<file path="config.mk">
export PLATFORM = sky130hd
export DESIGN_NAME = pipe_stage_buf
export DESIGN_NICKNAME = d
export VERILOG_FILES = /design/src/rtl/pipe_pkg.sv /design/src/rtl/sat_counter.sv /design/src/rtl/pipe_stage_buf.sv
export SDC_FILE = /design/constraint.sdc
export NUM_CORES = 1
export LEC_CHECK = 0
export BUFFER_PORTS_ARGS = -buffer_cell sky130_fd_sc_hd__buf_4
export CORE_ASPECT_RATIO = 1.4
export CORE_MARGIN = 4
export CORE_UTILIZATION = 55
export CTS_BUF_LIST = sky130_fd_sc_hd__clkbuf_8
export DETAILED_ROUTE_END_ITERATION = 6
export GPL_TIMING_DRIVEN = 0
export PLACE_DENSITY = 0.81
export SKIP_CTS_REPAIR_TIMING = 1
export SLEW_MARGIN = 40
export SYNTH_ARGS = -nofsm -noshare
export SYNTH_HDL_FRONTEND = slang
export SYNTH_SLANG_ARGS = --single-unit
</file>
<file path="constraint.sdc">
create_clock -name clk -period 2 [get_ports clk]
set_input_delay 0.2 -clock clk [delete_from_list [all_inputs] [get_ports clk]]
set_output_delay 0.2 -clock clk [all_outputs]
set_load 0.01 [all_outputs]
</file>
<file path="src/rtl/pipe_pkg.sv">
// Shared definitions for pipeline stage buffers: state encoding and occupancy helpers.
package pipe_pkg;

  localparam int unsigned OCC_W = 2;

  typedef enum logic [1:0] {
    ST_EMPTY = 2'd0,
    ST_ONE   = 2'd1,
    ST_TWO   = 2'd2
  } state_t;

  // Number of payloads held in a given state.
  function automatic logic [OCC_W-1:0] occ_of(input state_t s);
    case (s)
      ST_ONE:  occ_of = OCC_W'(1);
      ST_TWO:  occ_of = OCC_W'(2);
      default: occ_of = OCC_W'(0);
    endcase
  endfunction

endpackage

</file>
<file path="src/rtl/sat_counter.sv">
// Saturating up-counter with synchronous clear; clear wins over increment.
module sat_counter #(
  parameter int unsigned CNT_W = 16
) (
  input  logic             clk,
  input  logic             rst_n,
  input  logic             inc,
  input  logic             clr,
  output logic [CNT_W-1:0] cnt
);

  localparam logic [CNT_W-1:0] CNT_MAX = '1;

  logic [CNT_W-1:0] r_cnt;

  always_ff @(posedge clk or negedge rst_n) begin
    if (!rst_n) begin
      r_cnt <= '0;
    end else if (clr) begin
      r_cnt <= '0;
    end else if (inc && (r_cnt != CNT_MAX)) begin
      r_cnt <= r_cnt + CNT_W'(1);
    end
  end

  assign cnt = r_cnt;

endmodule

</file>
<file path="src/rtl/pipe_stage_buf.sv">
// Pipeline stage register with valid/ready handshake, two-entry skid buffer,
// synchronous flush and a saturating stall-cycle counter.
module pipe_stage_buf
  import pipe_pkg::*;
#(
  parameter int unsigned DATA_W         = 32,
  parameter int unsigned CNT_W          = 16,
  parameter int unsigned CLEAR_ON_FLUSH = 0
) (
  input  logic              clk,
  input  logic              rst_n,
  input  logic              in_valid,
  output logic              in_ready,
  input  logic [DATA_W-1:0] in_data,
  output logic              out_valid,
  input  logic              out_ready,
  output logic [DATA_W-1:0] out_data,
  input  logic              flush,
  input  logic              cnt_clr,
  output logic [CNT_W-1:0]  stall_cnt,
  output logic [OCC_W-1:0]  occupancy
);

  localparam bit CLR_EN = (CLEAR_ON_FLUSH != 0);

  state_t             r_state;
  state_t             w_state_nxt;
  logic               r_in_ready;
  logic               r_out_valid;
  logic [OCC_W-1:0]   r_occ;
  logic [DATA_W-1:0]  r_main;
  logic [DATA_W-1:0]  r_skid;

  logic w_in_xfer;
  logic w_out_xfer;
  logic w_load_main;
  logic w_load_skid;
  logic w_main_from_skid;

  assign w_in_xfer  = in_valid && r_in_ready;
  assign w_out_xfer = r_out_valid && out_ready;

  // Handshake flags and occupancy are registered copies of the next state.
  always_ff @(posedge clk or negedge rst_n) begin
    if (!rst_n) begin
      r_state     <= ST_EMPTY;
      r_in_ready  <= 1'b1;
      r_out_valid <= 1'b0;
      r_occ       <= '0;
    end else begin
      r_state     <= w_state_nxt;
      r_in_ready  <= (w_state_nxt != ST_TWO);
      r_out_valid <= (w_state_nxt != ST_EMPTY);
      r_occ       <= occ_of(w_state_nxt);
    end
  end

  always_comb begin
    w_state_nxt      = r_state;
    w_load_main      = 1'b0;
    w_load_skid      = 1'b0;
    w_main_from_skid = 1'b0;
    case (r_state)
      ST_EMPTY: begin
        if (w_in_xfer) begin
          w_state_nxt = ST_ONE;
          w_load_main = 1'b1;
        end
      end
      ST_ONE: begin
        case ({w_in_xfer, w_out_xfer})
          2'b11: w_load_main = 1'b1;
          2'b10: begin
            w_load_skid = 1'b1;
            w_state_nxt = ST_TWO;
          end
          2'b01: w_state_nxt = ST_EMPTY;
          default: ;
        endcase
      end
      ST_TWO: begin
        if (w_out_xfer) begin
          w_main_from_skid = 1'b1;
          w_state_nxt      = ST_ONE;
        end
      end
      default: w_state_nxt = ST_EMPTY;
    endcase
    // Squash drops every held payload and any input accepted this cycle.
    if (flush) begin
      w_state_nxt      = ST_EMPTY;
      w_load_main      = 1'b0;
      w_load_skid      = 1'b0;
      w_main_from_skid = 1'b0;
    end
  end

  always_ff @(posedge clk or negedge rst_n) begin
    if (!rst_n) begin
      r_main <= '0;
      r_skid <= '0;
    end else if (flush && CLR_EN) begin
      r_main <= '0;
      r_skid <= '0;
    end else begin
      if (w_load_main) begin
        r_main <= in_data;
      end else if (w_main_from_skid) begin
        r_main <= r_skid;
      end
      if (w_load_skid) begin
        r_skid <= in_data;
      end
    end
  end

  sat_counter #(
    .CNT_W (CNT_W)
  ) u_stall_cnt (
    .clk   (clk),
    .rst_n (rst_n),
    .inc   (r_out_valid && !out_ready),
    .clr   (cnt_clr),
    .cnt   (stall_cnt)
  );

  assign in_ready  = r_in_ready;
  assign out_valid = r_out_valid;
  assign out_data  = r_main;
  assign occupancy = r_occ;

endmodule
</file>
Yosys cells after proc, flatten, opt, wreduce, memory -nomap -nowiden:

Index checks and enable logic that the tools add are counted.

* equality and inequality tests: 9
* add/subtract/negate cells: 1
* muxes and demuxes: 20
* reductions and logical operators: 9

Operators with widths (number)
* 32-bit two-way mux: 2
* 16-bit two-way mux: 2
* 16-bit by 1-bit adder with 16-bit output, second input constant: 1
* 16-bit inequality test, second input constant: 1
* 1-bit two-way mux: 9
* 2-bit equality test, second input constant: 4
* 2-bit one-hot mux with 2 select lines: 2
* 2-bit by 1-bit equality test with 1-bit output, second input constant: 3
* 2-bit two-way mux: 3
* 2-bit one-hot mux with 3 select lines: 1
* 2-bit nonzero test: 3
* 1-bit logical AND: 4
* 2-bit zero test: 1
* 2-bit inequality test, second input constant: 1
* 1-bit one-hot mux with 2 select lines: 1
* 1-bit zero test: 1

* input bits: 38
* word-level logic and storage cells: 46
* bits in registers: 86
* output and inout bits: 52

Logic depth before layout (Yosys ltp):

* depth in word-level cells: 7
* mapped depth: 6
* gate-level depth less buffers: 5

Modules after synthesis:

Synthesis repeated with hierarchy kept, for this count alone.

* cell total of the unflattened synthesis: 305
* area, all modules: 4003.8 sq um

By module, submodules not included
* pipe_stage_buf: cells each 207, sequential area each 1752.9 sq um, times used 1, area an instance 3061.7 sq um
* sat_counter: cells each 98, sequential area each 400.4 sq um, times used 1, area an instance 942.2 sq um

Worst setup path after synthesis:

Ideal clock, no wire load.

* path kind: register -> register
* from: reg u_stall_cnt.r_cnt[0] (netlist: u_stall_cnt.cnt[0])
* to: reg u_stall_cnt.r_cnt[1] (netlist: u_stall_cnt.cnt[1])
* clock period less this slack: 1897 ps
* required time: 1881 ps
* path buffers: 1
* stages on the path, launching flop included: 7
* setup time: 119 ps
* slack: 103 ps
* data arrival time: 1778 ps
* cells stage by stage: dfrtp_1 > ha_1 > nand4_2 > nor4_4 > buf_2 > nor3b_1 > o21ba_2

* word-level cells in the longest chain between the ends: 3
* elaborated cells between the ends (all ways): 6
* classes of those cells: 1 x add/sub; 1 x eq/ne; 2 x mux; 2 x reduce/logical

Ends and longest elaborated chain
* start, declared: RTL line sat_counter.sv:14 `logic [CNT_W-1:0] r_cnt;`
* start signal, assigned: RTL line sat_counter.sv:22 `r_cnt <= r_cnt + CNT_W'(1);`
* 16-bit by 1-bit adder with 16-bit output or 16-bit inequality test (tied branches): RTL line sat_counter.sv:22, sat_counter.sv:21
* 16-bit two-way mux or 1-bit logical AND (tied branches): RTL line sat_counter.sv:21 `end else if (inc && (r_cnt != CNT_MAX)) begin`
* 16-bit two-way mux or 2-bit nonzero test (tied branches)

Parallel ways exist; a longest one is shown, timed or not. The select of a mux whose other input is x is not followed.
A chain may end at the register's enable or synchronous reset.

Final worst setup path:

* from: reg u_stall_cnt.r_cnt[0] (netlist: u_stall_cnt.cnt[0])
* to: reg u_stall_cnt.r_cnt[12] (netlist: u_stall_cnt.cnt[12])

The elaborated chain is that of the path after synthesis.

==> flow_metrics.tcl <==
set metrics [dict create \
    reg2reg_slack_ps 110 \
    antennaDiodeCount 0 \
    viasPerCell 5.756 \
    ios 90 \
    initial_utilization_pct 56.84 \
    pwr-share-comb_pct 23.5 \
    cts_buffer_depth 2 \
    synth-edff-count 0 \
    period_share_pct 94.40 \
    period_minus_slack_ps 1888 \
    swShare_pct 27.91 \
    worstMarginPinSlew_ps 670.5 \
    tns_ps 0 \
    finish.net_count 443 \
    cts.clk_slew.worst_paths_ps 80 \
    clkSinkCount 86 \
    syn_avg_cell_area_sq_um 12.53 \
    max_freq_ghz 0.5297 \
    htree_levels 3 \
    clock_skew_ps 12.73 \
    clock_latency_ps 340 \
    hpwl_mm 5.702 \
    seq_area_frac_synth_pct 57.29 \
    synthCells 300 \
    ys.flop_type "dfrtp_1" \
    dieArea_sq_mm 0.008239 \
    holdCritPathClass "in -> reg" \
    antenna_found_initial 0 \
    cp_max_fo 6 \
    switching_power_uw 1357 \
    pre_cts_slack_ps -144.8 \
    syn_nets 339 \
    worstHoldPathCells 2 \
    vias 2884 \
    clkPwrFrac_pct 24.7 \
    r2r_start "u_stall_cnt.cnt[0]$_DFFE_PN0P_" \
    die_w_um 77.87 \
    synth-seq-cells 86 \
    crit_required_ps 2260 \
    relSlewSlack_pct 55.30 \
    grt_pass1_wl_mm 13.43 \
    finalWirelength_mm 8.206 \
    nFillCells 476 \
    drive_above_1_share_pct 40.34 \
    numCtsBuffers 9 \
    cellLeakagePower_uw 0.002386 \
    rows 35 \
    status "finished, final reports clean" \
    gp_congestion 0.8461 \
    maxSlewViolCount 0 \
    critPathKind "reg -> reg" \
    timing.final.ws_setup_ps 112.0 \
    mostFrequentLayoutCells "buf_4, dfrtp_1, mux2_2" \
    hold_viol_final 0 \
    die_h_um 105.8 \
    reg2reg_depth 5 \
    io_buffers 87 \
    power.share.sequential_pct 51.8 \
    crit_arrival_ps 2150 \
    wl_per_cell_um 16.38 \
    coreArea_sq_mm 0.006613 \
    cts_tree "yes" \
    overflow 0 \
    ir_drop_v 0.0004069 \
    yosysWarnings 0 \
    clockRootBuffer "clkbuf_8" \
    internal_power_uw 3506 \
    synth_cell_types 44 \
    drv_cap 0 \
    dr.pass1.iters 5 \
    final_common_cell "buf_4" \
    syn_area_sq_mm 0.003759 \
    grt_max_degree 87 \
    min_to "occupancy[0]$_DFF_PN0_" \
    critPathLaunchType "flop" \
    power_density_mw_per_mm2 1008 \
    syn2layout_area_growth_pct 28.36 \
    min_from "flush" \
    cp-end-kind "flop" \
    reg2reg_to "u_stall_cnt.cnt[12]$_DFFE_PN0P_" \
    route.antenna.remaining_nets 0 \
    setup_viol 0 \
    grt_pass1_vias 2815 \
    async_flop_share_pct 100.0 \
    grt_use_total_pct 20.32 \
    drc 0 \
    drt_iter0_markers 160 \
]
==> critical path, stage by stage, from the launching register on <==
cell and delay (ps):
dfrtp_2 430, ha_4 170, nand4_4 160, or4_4 540
or3_1 350, a21oi_1 160
==> synth_stat cells, types with 2 or more instances <==
cell	count	area share (%)
or4_1	5	1.0
clkbuf_1	11	1.1
o21ai_0	6	0.80
or3_1	5	0.83
buf_2	5	0.67
nor2_1	8	0.80
a31oi_1	2	0.33
a21o_1	33	6.6
dfrtp_1	85	57
nor4_1	2	0.33
nor2b_1	2	0.33
o21ba_2	2	0.53
inv_1	2	0.20
a22o_1	32	7.5
nand4_1	5	0.83
nor3b_1	2	0.40
nand3_1	5	0.67
o31ai_1	4	0.80
nor3_1	4	0.53
a21oi_1	14	1.9
nand2_1	10	1.0
mux2_2	34	10
==> power groups by stage <==
stage / clock network, uW / logic [uW] / registers, uW
finish: 1200 / 1140 / 2520
global route: 1310 / 1250 / 2590
CTS: 1230 / 1140 / 2510
global placement: 0 / 1100 / 2510
floorplan: 0 / 542 / 2580
detailed placement: 0 / 1140 / 2540
==> through the flow <==
step / area [sq um] / hold slack, ps / std cells / total power [uW] / util (%)
2_1_floorplan: 3759 / -95.59 / 300 / 3118 / -
3_3_place_gp: 4527 / 424.6 / 479 / 3604 / 68.46
3_5_place_dp: 4531 / 304.4 / 479 / 3684 / 68.51
4_1_cts: 4727 / -81.31 / 495 / 4885 / 71.49
5_1_grt: 4825 / 75.59 / 501 / 5141 / 72.96
6_report: 4825 / 92.27 / 501 / 4863 / 72.96
==> sequential cells by signal (all words and copies together), names as in the netlist <==
| register | flops |
|---|---|
| u_stall_cnt.cnt | 16 |
| r_state | 2 |
| out_valid | 1 |
| out_data | 32 |
| occupancy | 2 |
| in_ready | 1 |
| r_skid | 32 |
==> per-layer routing <==
| metal | vias to the layer above | track usage, % | wire, um |
|---|---|---|---|
| met4 | 0 | 5.980 | 137 |
| met1 | 1428 | 25.66 | 3281 |
| met2 | 101 | 33.95 | 4209 |
| li1 | 1341 | - | - |
| met5 | - | 0 | 0 |
| met3 | 14 | 5.556 | 578 |
==> area by class of cell <==
| class | instances | area [sq um] | share of cell area (%) |
|---|---|---|---|
| Buffer | 17 | 72.57 | 1.504 |
| Inverter | 2 | 7.507 | 0.1556 |
| Multi-Input combinational cell | 195 | 1569 | 32.52 |
| Tap cell | 92 | 115.1 | 2.386 |
| Clock buffer | 9 | 123.9 | 2.567 |
| Timing Repair Buffer | 93 | 706.9 | 14.65 |
| Clock inverter | 7 | 72.57 | 1.504 |
| Sequential cell | 86 | 2157 | 44.71 |
==> cell families (layout without fill, tap and decap cells) <==
family / after synthesis / count (layout) / synth area share (%)
buffers and inverters: 19 / 128 / 2.064
AND/OR/NAND/NOR: 59 / 59 / 9.920
flip-flops: 86 / 86 / 57.29
AO/OA/AOI/OAI: 100 / 100 / 19.94
multiplexers: 35 / 35 / 10.45
adder cells (fa/ha/maj): 1 / 1 / 0.3328
==> worst max-delay path by stage <==
stage / endpoint / cells past startpoint / slack, ps / startpoint
final: u_stall_cnt.cnt[12]$_DFFE_PN0P_ / 5 / 110 / u_stall_cnt.cnt[0]$_DFFE_PN0P_
after global routing: out_data[4]$_DFFE_PN0P_ / 5 / -20 / out_valid$_DFF_PN0_
after CTS: u_stall_cnt.cnt[1]$_DFFE_PN0P_ / 6 / -160 / u_stall_cnt.cnt[0]$_DFFE_PN0P_
after detailed placement: u_stall_cnt.cnt[1]$_DFFE_PN0P_ / 6 / -140 / u_stall_cnt.cnt[0]$_DFFE_PN0P_
after global placement: u_stall_cnt.cnt[1]$_DFFE_PN0P_ / 6 / -150 / u_stall_cnt.cnt[0]$_DFFE_PN0P_
after floorplan: u_stall_cnt.cnt[1]$_DFFE_PN0P_ / 6 / 100 / u_stall_cnt.cnt[0]$_DFFE_PN0P_
(Power assumes the default switching activity.)
